$ cat src/rtl/sc_mult_scheduler_if.sv
// Request/response bundle for sc_mult_scheduler: two job requesters, one result channel, busy flag.
// Handshake: a transfer occurs on a rising clk edge where valid and ready are both high; valid must
// not depend on ready, and payload is only meaningful while valid is high.
interface sc_mult_scheduler_if #(
    parameter int LEN_LOG2 = 4
) ();
    logic                req_valid_a;
    logic                req_ready_a;
    logic [3:0]          req_x_a;
    logic [3:0]          req_y_a;
    logic                req_valid_b;
    logic                req_ready_b;
    logic [3:0]          req_x_b;
    logic [3:0]          req_y_b;
    logic                resp_valid;
    logic                resp_ready;
    logic [LEN_LOG2:0]   resp_data;
    logic                resp_id;
    logic                busy;

    modport master (
        output req_valid_a, req_x_a, req_y_a,
        output req_valid_b, req_x_b, req_y_b,
        output resp_ready,
        input  req_ready_a, req_ready_b,
        input  resp_valid, resp_data, resp_id, busy
    );

    modport slave (
        input  req_valid_a, req_x_a, req_y_a,
        input  req_valid_b, req_x_b, req_y_b,
        input  resp_ready,
        output req_ready_a, req_ready_b,
        output resp_valid, resp_data, resp_id, busy
    );
endinterface

$ cat src/rtl/sc_mult_scheduler.sv
// Round-robin job scheduler owning a bipolar stochastic multiplier lane (two LFSRs, comparators, XNOR, ones counter).
// Define SC_SEED_RELOAD_EN to reseed both LFSRs on every job accept, making results depend only on the operands.
module sc_mult_scheduler #(
    parameter int LEN_LOG2 = 4
) (
    input  logic                    clk,
    input  logic                    rst_n,
    sc_mult_scheduler_if.slave      bus,
    output logic [1:0]              dbg_state_o
);

    typedef enum logic [1:0] {
        S_IDLE = 2'd0,
        S_RUN  = 2'd1,
        S_DONE = 2'd2
    } state_t;

    localparam logic [30:0]         SEED1    = 31'd1;
    localparam logic [30:0]         SEED2    = 31'd2;
    localparam logic [LEN_LOG2-1:0] CYC_LAST = '1;
    localparam logic [LEN_LOG2-1:0] CYC_ONE  = {{(LEN_LOG2-1){1'b0}}, 1'b1};

    state_t              state_q, state_d;
    logic [30:0]         lfsr1_q, lfsr1_d;
    logic [30:0]         lfsr2_q, lfsr2_d;
    logic [LEN_LOG2:0]   count_q, count_d;
    logic [LEN_LOG2-1:0] cyc_q, cyc_d;
    logic [3:0]          x_q, x_d;
    logic [3:0]          y_q, y_d;
    logic                id_q, id_d;
    logic                last_q, last_d;
    logic                valid_q, valid_d;

    logic                grant_a, grant_b, accept;
    logic                sn1, sn2, prod;

    // last_q = 1 means B was served last, so A wins the next tie.
    assign grant_a = bus.req_valid_a && (!bus.req_valid_b || last_q);
    assign grant_b = bus.req_valid_b && (!bus.req_valid_a || !last_q);

    assign bus.req_ready_a = (state_q == S_IDLE) && grant_a;
    assign bus.req_ready_b = (state_q == S_IDLE) && grant_b;
    assign accept          = (bus.req_valid_a && bus.req_ready_a) ||
                             (bus.req_valid_b && bus.req_ready_b);

    assign sn1  = (lfsr1_q[3:0] < x_q);
    assign sn2  = (lfsr2_q[3:0] < y_q);
    assign prod = ~(sn1 ^ sn2);

    assign bus.resp_valid = valid_q;
    assign bus.resp_data  = count_q;
    assign bus.resp_id    = id_q;
    assign bus.busy       = (state_q != S_IDLE);
    assign dbg_state_o    = state_q;

    always_comb begin
        state_d = state_q;
        lfsr1_d = {lfsr1_q[29:0], lfsr1_q[30] ^ lfsr1_q[27]};
        lfsr2_d = {lfsr2_q[29:0], lfsr2_q[30] ^ lfsr2_q[27]};
        count_d = count_q;
        cyc_d   = cyc_q;
        x_d     = x_q;
        y_d     = y_q;
        id_d    = id_q;
        last_d  = last_q;
        valid_d = valid_q;

        case (state_q)
            S_IDLE: begin
                if (accept) begin
                    x_d     = grant_b ? bus.req_x_b : bus.req_x_a;
                    y_d     = grant_b ? bus.req_y_b : bus.req_y_a;
                    id_d    = grant_b;
                    last_d  = grant_b;
                    count_d = '0;
                    cyc_d   = '0;
                    state_d = S_RUN;
`ifdef SC_SEED_RELOAD_EN
                    lfsr1_d = SEED1;
                    lfsr2_d = SEED2;
`endif
                end
            end
            S_RUN: begin
                count_d = count_q + {{LEN_LOG2{1'b0}}, prod};
                cyc_d   = cyc_q + CYC_ONE;
                if (cyc_q == CYC_LAST) begin
                    state_d = S_DONE;
                end
            end
            S_DONE: begin
                // First DONE cycle raises valid; result stays held until the consumer takes it.
                valid_d = 1'b1;
                if (valid_q && bus.resp_ready) begin
                    valid_d = 1'b0;
                    state_d = S_IDLE;
                end
            end
            default: begin
                state_d = S_IDLE;
                valid_d = 1'b0;
            end
        endcase
    end

    always_ff @(posedge clk or posedge rst_n) begin
        if (rst_n) begin
            state_q <= S_IDLE;
            lfsr1_q <= SEED1;
            lfsr2_q <= SEED2;
            count_q <= '0;
            cyc_q   <= '0;
            x_q     <= '0;
            y_q     <= '0;
            id_q    <= 1'b0;
            last_q  <= 1'b1;
            valid_q <= 1'b0;
        end else begin
            state_q <= state_d;
            lfsr1_q <= lfsr1_d;
            lfsr2_q <= lfsr2_d;
            count_q <= count_d;
            cyc_q   <= cyc_d;
            x_q     <= x_d;
            y_q     <= y_d;
            id_q    <= id_d;
            last_q  <= last_d;
            valid_q <= valid_d;
        end
    end

endmodule

$ cat src/flat_wrapper.sv
// flat-port wrapper written by rule: the top's interface ports become plain ports
module sc_mult_scheduler_flat 
#(
    parameter int LEN_LOG2 = 4
)
  (clk, rst_n, dbg_state_o, bus_req_valid_a, bus_req_x_a, bus_req_y_a, bus_req_valid_b, bus_req_x_b, bus_req_y_b, bus_resp_ready, bus_req_ready_a, bus_req_ready_b, bus_resp_valid, bus_resp_data, bus_resp_id, bus_busy);
  sc_mult_scheduler_if #(.LEN_LOG2(LEN_LOG2)) bus_i ();
  input  logic clk;
  input  logic rst_n;
  output logic [1:0] dbg_state_o;
  input wire logic [$bits(bus_i.req_valid_a)-1:0] bus_req_valid_a;
  input wire logic [$bits(bus_i.req_x_a)-1:0] bus_req_x_a;
  input wire logic [$bits(bus_i.req_y_a)-1:0] bus_req_y_a;
  input wire logic [$bits(bus_i.req_valid_b)-1:0] bus_req_valid_b;
  input wire logic [$bits(bus_i.req_x_b)-1:0] bus_req_x_b;
  input wire logic [$bits(bus_i.req_y_b)-1:0] bus_req_y_b;
  input wire logic [$bits(bus_i.resp_ready)-1:0] bus_resp_ready;
  output wire logic [$bits(bus_i.req_ready_a)-1:0] bus_req_ready_a;
  output wire logic [$bits(bus_i.req_ready_b)-1:0] bus_req_ready_b;
  output wire logic [$bits(bus_i.resp_valid)-1:0] bus_resp_valid;
  output wire logic [$bits(bus_i.resp_data)-1:0] bus_resp_data;
  output wire logic [$bits(bus_i.resp_id)-1:0] bus_resp_id;
  output wire logic [$bits(bus_i.busy)-1:0] bus_busy;
  assign bus_i.req_valid_a = bus_req_valid_a;
  assign bus_i.req_x_a = bus_req_x_a;
  assign bus_i.req_y_a = bus_req_y_a;
  assign bus_i.req_valid_b = bus_req_valid_b;
  assign bus_i.req_x_b = bus_req_x_b;
  assign bus_i.req_y_b = bus_req_y_b;
  assign bus_i.resp_ready = bus_resp_ready;
  assign bus_req_ready_a = bus_i.req_ready_a;
  assign bus_req_ready_b = bus_i.req_ready_b;
  assign bus_resp_valid = bus_i.resp_valid;
  assign bus_resp_data = bus_i.resp_data;
  assign bus_resp_id = bus_i.resp_id;
  assign bus_busy = bus_i.busy;
  sc_mult_scheduler #(.LEN_LOG2(LEN_LOG2)) u_core (.clk(clk), .rst_n(rst_n), .bus(bus_i), .dbg_state_o(dbg_state_o));
endmodule
$ cat config.mk
export PLATFORM = sky130hd
export DESIGN_NAME = sc_mult_scheduler_flat
export DESIGN_NICKNAME = d
export VERILOG_FILES = /design/src/rtl/sc_mult_scheduler_if.sv /design/src/rtl/sc_mult_scheduler.sv /design/src/flat_wrapper.sv
export SDC_FILE = /design/constraint.sdc
export NUM_CORES = 1
export LEC_CHECK = 0
export CORE_ASPECT_RATIO = 0.5
export CORE_MARGIN = 2
export CORE_UTILIZATION = 58
export CTS_CLUSTER_DIAMETER = 60
export DETAILED_ROUTE_END_ITERATION = 8
export PLACE_DENSITY_LB_ADDON = 0.15
export SLEW_MARGIN = 40
export SYNTH_ARGS = -nofsm -noshare
export SYNTH_HDL_FRONTEND = slang
export SYNTH_SLANG_ARGS = --single-unit
$ cat constraint.sdc
create_clock -name clk -period 8.8 [get_ports clk]
set_input_delay 2.64 -clock clk [delete_from_list [all_inputs] [get_ports clk]]
set_output_delay 2.64 -clock clk [all_outputs]
set_load 0.01 [all_outputs]
# == After elaboration in Yosys (flattened, before gate mapping) ==
# Index checks and enable logic that the tools add are counted.
# op_classes
n_addsub,2
order_cmp,2
n_eq_ne,6
muxes,12
bitwise,4
reduce_logical,20
# op_table
cell,n
two-way mux 4 bit,3
one-hot mux 5 bit (2 select lines),1
< comparator 4 bit,2
one-hot mux 4 bit (2 select lines),1
logical AND 1 bit,7
two-way mux 2 bit,3
!= test 2 x 1 -> 1 bit (second input constant),3
one-hot mux 2 bit (3 select lines),1
adder 5 x 1 -> 5 bit,1
two-way mux 5 bit,1
adder 4 x 1 -> 4 bit (second input constant),1
equality test 4 bit (second input constant),1
AND reduction 2 bit,2
nonzero test 2 bit,2
zero test 1 bit,3
logical OR 1 bit,3
AND reduction 3 bit,1
bitwise XOR 1 bit,3
equality test 2 x 1 -> 1 bit (second input constant),1
equality test 2 bit (second input constant),1
zero test 2 bit,1
one-hot mux 1 bit (2 select lines),1
OR reduction 2 bit,1
two-way mux 1 bit,1
inverter 1 bit,1
# totals
register_bits,84
input_bits,21
output_inout_bits,12
wordCells,56

# == Depth between registers and ports, before layout ==
# logic_depth
depth_word,8
depth_mapped,10
mapped_depth_nobuf,10

# == Worst setup path after synthesis ==
# OpenSTA, ideal clock, no wires.
# synth_path
path_kind,input to output
start,input bus_req_valid_b
end,output bus_req_ready_b
arrival_time_ns,3.167
required_ns,6.160
slack_ns,2.993
cell_stages,3
path_buffers,1
path_cell_list,buf_2 -> nand2_4 -> nor2_1
# synth_between
elab_chain_len,2
# synth_lines
element,line_no,source
"start, declared",flat_wrapper.sv:14,input wire logic [$bits(bus_i.req_valid_b)-1:0] bus_req_valid_b;
logical AND 1 bit,sc_mult_scheduler.sv:39,assign grant_b = bus.req_valid_b && (!bus.req_valid_a || !last_q);
logical AND 1 bit,sc_mult_scheduler.sv:42,assign bus.req_ready_b = (state_q == S_IDLE) && grant_b;
"end, declared",flat_wrapper.sv:19,output wire logic [$bits(bus_i.req_ready_b)-1:0] bus_req_ready_b;
# Every way passes these cells.

# == Worst setup path in the final report ==
# Same ends and word-level chain as after synthesis.

==> flow_metrics.env <==
export IMPL_seqCellArea_um2=2106
export IMPL_ys_seq_area_share_pct=74.44
export IMPL_hold_viol=0
export IMPL_start_kind="input port"
export IMPL_io_pins=33
export IMPL_min_period_over_period_pct=80.12
export IMPL_finish_instance_area_um2=3386
export IMPL_slowest_delay_ns=0.83
export IMPL_htreeDepth=3
export IMPL_finalClockSkew_ns=0.01149
export IMPL_fp_dieW_um=102.8
export IMPL_syn_to_final_growth_pct=19.68
export IMPL_slew_limit_headroom_pct=53.07
export IMPL_die_h_um=53.39
export IMPL_yosysTopAreaCell="dfrtp_1"
export IMPL_final_common_cell="dfrtp_1"
export IMPL_hold_path_class="flop to flop"
export IMPL_end_kind="output port"
export IMPL_status="finished, final reports clean"
export IMPL_setup_tns_final_ns=0
export IMPL_diodes=0
export IMPL_grt_pass1_wl_mm=7.638
export IMPL_netlist_area_um2=2829
export IMPL_drt_wirelength_per_cell_um=15.48
export IMPL_remaining_drc_errors=0
export IMPL_hold_depth=0
export IMPL_critPathArrivalTime_ns=4.41
export IMPL_multiInputGateArea_um2=639.4
export IMPL_dr_total_vias=1554
export IMPL_power_leakage_uw=0.001699
export IMPL_finalSetupViolCount=0
export IMPL_crit_slowest_cell="clkdlybuf4s50_1"
export IMPL_cts_resized=0
export IMPL_grt_usage_pct=20.61
export IMPL_clock_path_buffers=2
export IMPL_clock_latency_ns=0.36
export IMPL_dpl_hpwl_mm=2.945
export IMPL_start_util_pct=62.15
export IMPL_required_ns=6.16
export IMPL_r2r_end="u_core.bus.resp_data[4]$_DFFE_PP0P_"
export IMPL_syn_avg_cell_area_um2=14.51
export IMPL_critPathKind="input port to output port"
export IMPL_root_buffer="clkbuf_8"
export IMPL_min_period_ns=7.051
export IMPL_layout_setup_ws_ns=1.749
export IMPL_synth_warnings=0
export IMPL_io_buffers=32
export IMPL_ys_seq_elements=84
export IMPL_cts_setup_buffers=0
export IMPL_r2r_slack_ns=6.44
export IMPL_hold_end="u_core.lfsr2_q[15]$_DFF_PP0_"
export IMPL_cts_num_sinks=84
export IMPL_vdd_ir_drop_max_mv=0.1839
export IMPL_worstMarginPinSlew_ns=0.7039
export IMPL_cp_max_fo=11
export IMPL_via_per_inst=5.095
export IMPL_die_area_um2=5486
export IMPL_grt_ovfl_total=0
export IMPL_nNetsFinal=264
export IMPL_clk_pin_slew_ns=0.08
export IMPL_pre_cts_slack_ns=1.785
export IMPL_crit_path_cell_trace="clkdlybuf4s50_1 > nand2_4 > nor2_1 > clkdlybuf4s50_1"
export IMPL_antenna_found_initial=0
export IMPL_row_count=17
export IMPL_place_congestion=0.7227
export IMPL_slew_viol_final=0
export IMPL_grt_pass1_vias=1531
export IMPL_mappedNetlistNets=225
export IMPL_cap_violations=0
export IMPL_p_per_area_nw_per_um2=277.1
export IMPL_synth_cell_type_count=33
export IMPL_core_area_um2=4552
export IMPL_final_layout_size_suffix_gt1_share_pct=11.30
export IMPL_drtIter0Drc=48
export IMPL_first_pass_iters=4
export IMPL_crit_top_cell="clkdlybuf4s50_1"
export IMPL_cts_hold_buf=0
export IMPL_rsz0062_at_grt="false"
export IMPL_hold_start="u_core.lfsr2_q[14]$_DFF_PP0_"
export IMPL_synth_ff_type="dfrtp_1"
export IMPL_synthArstFlopShare_pct=100.0
export IMPL_synth_edf_count=0
export IMPL_synthCells=195
export IMPL_max_freq_mhz=141.8
export IMPL_cts_buffers=9
export IMPL_n_fill_cell=312
export IMPL_ant_nets=0
export IMPL_post_dp_cell_area_um2=3202
export IMPL_timing_rr_start="u_core.lfsr2_q[1]$_DFF_PP1_"
export IMPL_tritoncts="done"
export IMPL_worst_r2r_cell_count=9
export IMPL_wirelength_mm=4.722
export IMPL_yosysTopAreaCellShare_pct=71.65
export IMPL_layout_common_cells="dfrtp_1 (81), clkdlybuf4s50_1 (32), nand2_1 (21), inv_1 (12), clkbuf_8 (10)"
export IMPL_synthTopCellsByArea="dfrtp_1 (72%), ha_1 (4.0%), dfstp_2 (2.8%)"
export IMPL_grt_max_degree=85
-- logic make-up (layout without fill, tap and decap cells) --
| logic type | Yosys count | in the layout | share of synthesized area [%] |
|---|---|---|---|
| DFF | 84 | 84 | 74.44 |
| and+or+nand+nor | 40 | 40 | 6.856 |
| xor gates and xnor gates | 5 | 5 | 1.548 |
| adders and majority gates | 9 | 9 | 3.981 |
| buffers and inverters | 18 | 62 | 3.228 |
| AOI/OAI and AO/OA | 37 | 37 | 9.244 |
| muxes | 2 | 2 | 0.7077 |
-- registers in the layout (all words and copies together), names as in the netlist --
| signal | cells |
|---|---|
| u_core.x_q | 4 |
| u_core.bus.resp_data | 5 |
| u_core.bus.resp_id | 1 |
| u_core.y_q | 4 |
| u_core.lfsr1_q | 31 |
| u_core.dbg_state_o | 2 |
| u_core.last_q | 1 |
| u_core.bus.resp_valid | 1 |
| u_core.cyc_q | 4 |
| u_core.lfsr2_q | 31 |
-- report_power, final --
| part | switching [uW] | internal, uW |
|---|---|---|
| clock network | 134 | 111 |
| logic | 117 | 107 |
| registers | 36.3 | 433 |
| total | 287 | 651 |
-- metal layers --
metal	up-vias	routed length [um]	part of all wire (%)	GRT usage (%)
met4	0	70	1.5	9.430
li1	734	-	-	-
met5	-	0	0	0
met3	8	258	5.5	10.96
met2	38	2109	45	28.98
met1	774	2284	48	26.49
-- cell type report --
class	instances	share of cell area (%)
Sequential cell	84	62.20
Multi-Input combinational cell	93	18.88
Timing Repair Buffer	33	9.793
Clock buffer	11	4.176
Tap cell	66	2.439
Inverter	13	1.478
Clock inverter	5	1.035
-- worst max path at each step --
stage	startpoint	to	slack [ns]
global placement	bus_req_valid_b	bus_req_ready_b	1.89
floorplan	bus_req_valid_b	bus_req_ready_b	2.99
global route	bus_req_valid_b	bus_req_ready_b	1.63
detailed placement	bus_req_valid_b	bus_req_ready_b	1.78
finish	bus_req_valid_b	bus_req_ready_b	1.75
CTS	bus_req_valid_b	bus_req_ready_b	1.78
-- cells in the mapped netlist, types with 2 or more instances --
| cell type | number |
|---|---|
| a21oi_1 | 5 |
| inv_1 | 13 |
| ha_1 | 9 |
| xor2_1 | 2 |
| o21ai_1 | 3 |
| dfrtp_1 | 81 |
| nor2_1 | 3 |
| a22oi_1 | 6 |
| nand3_1 | 6 |
| a22o_1 | 2 |
| mux2i_1 | 2 |
| nand2_1 | 21 |
| a2111oi_2 | 2 |
| dfstp_2 | 3 |
| nand2b_1 | 3 |
| o21ai_0 | 8 |
| xnor2_1 | 3 |
| a31oi_1 | 7 |
| nand2_4 | 2 |
-- through the flow --
stage	util (%)	power (uW)	cells	hold slack (ns)
2_1_floorplan	-	621.9	195	0.3312
5_1_grt	74.38	993.7	305	0.3518
3_5_place_dp	70.34	699.0	289	0.3347
4_1_cts	74.22	943.1	305	0.3522
6_report	74.38	938.1	305	0.3484
3_3_place_gp	70.26	681.4	289	0.3339
-- critical path: cells and delay by family --
kind,cells,cell delay [ns]
buf+inv,2,1.39
simple gates,2,0.37
Note: power is estimated with default switching activity, not from simulation.
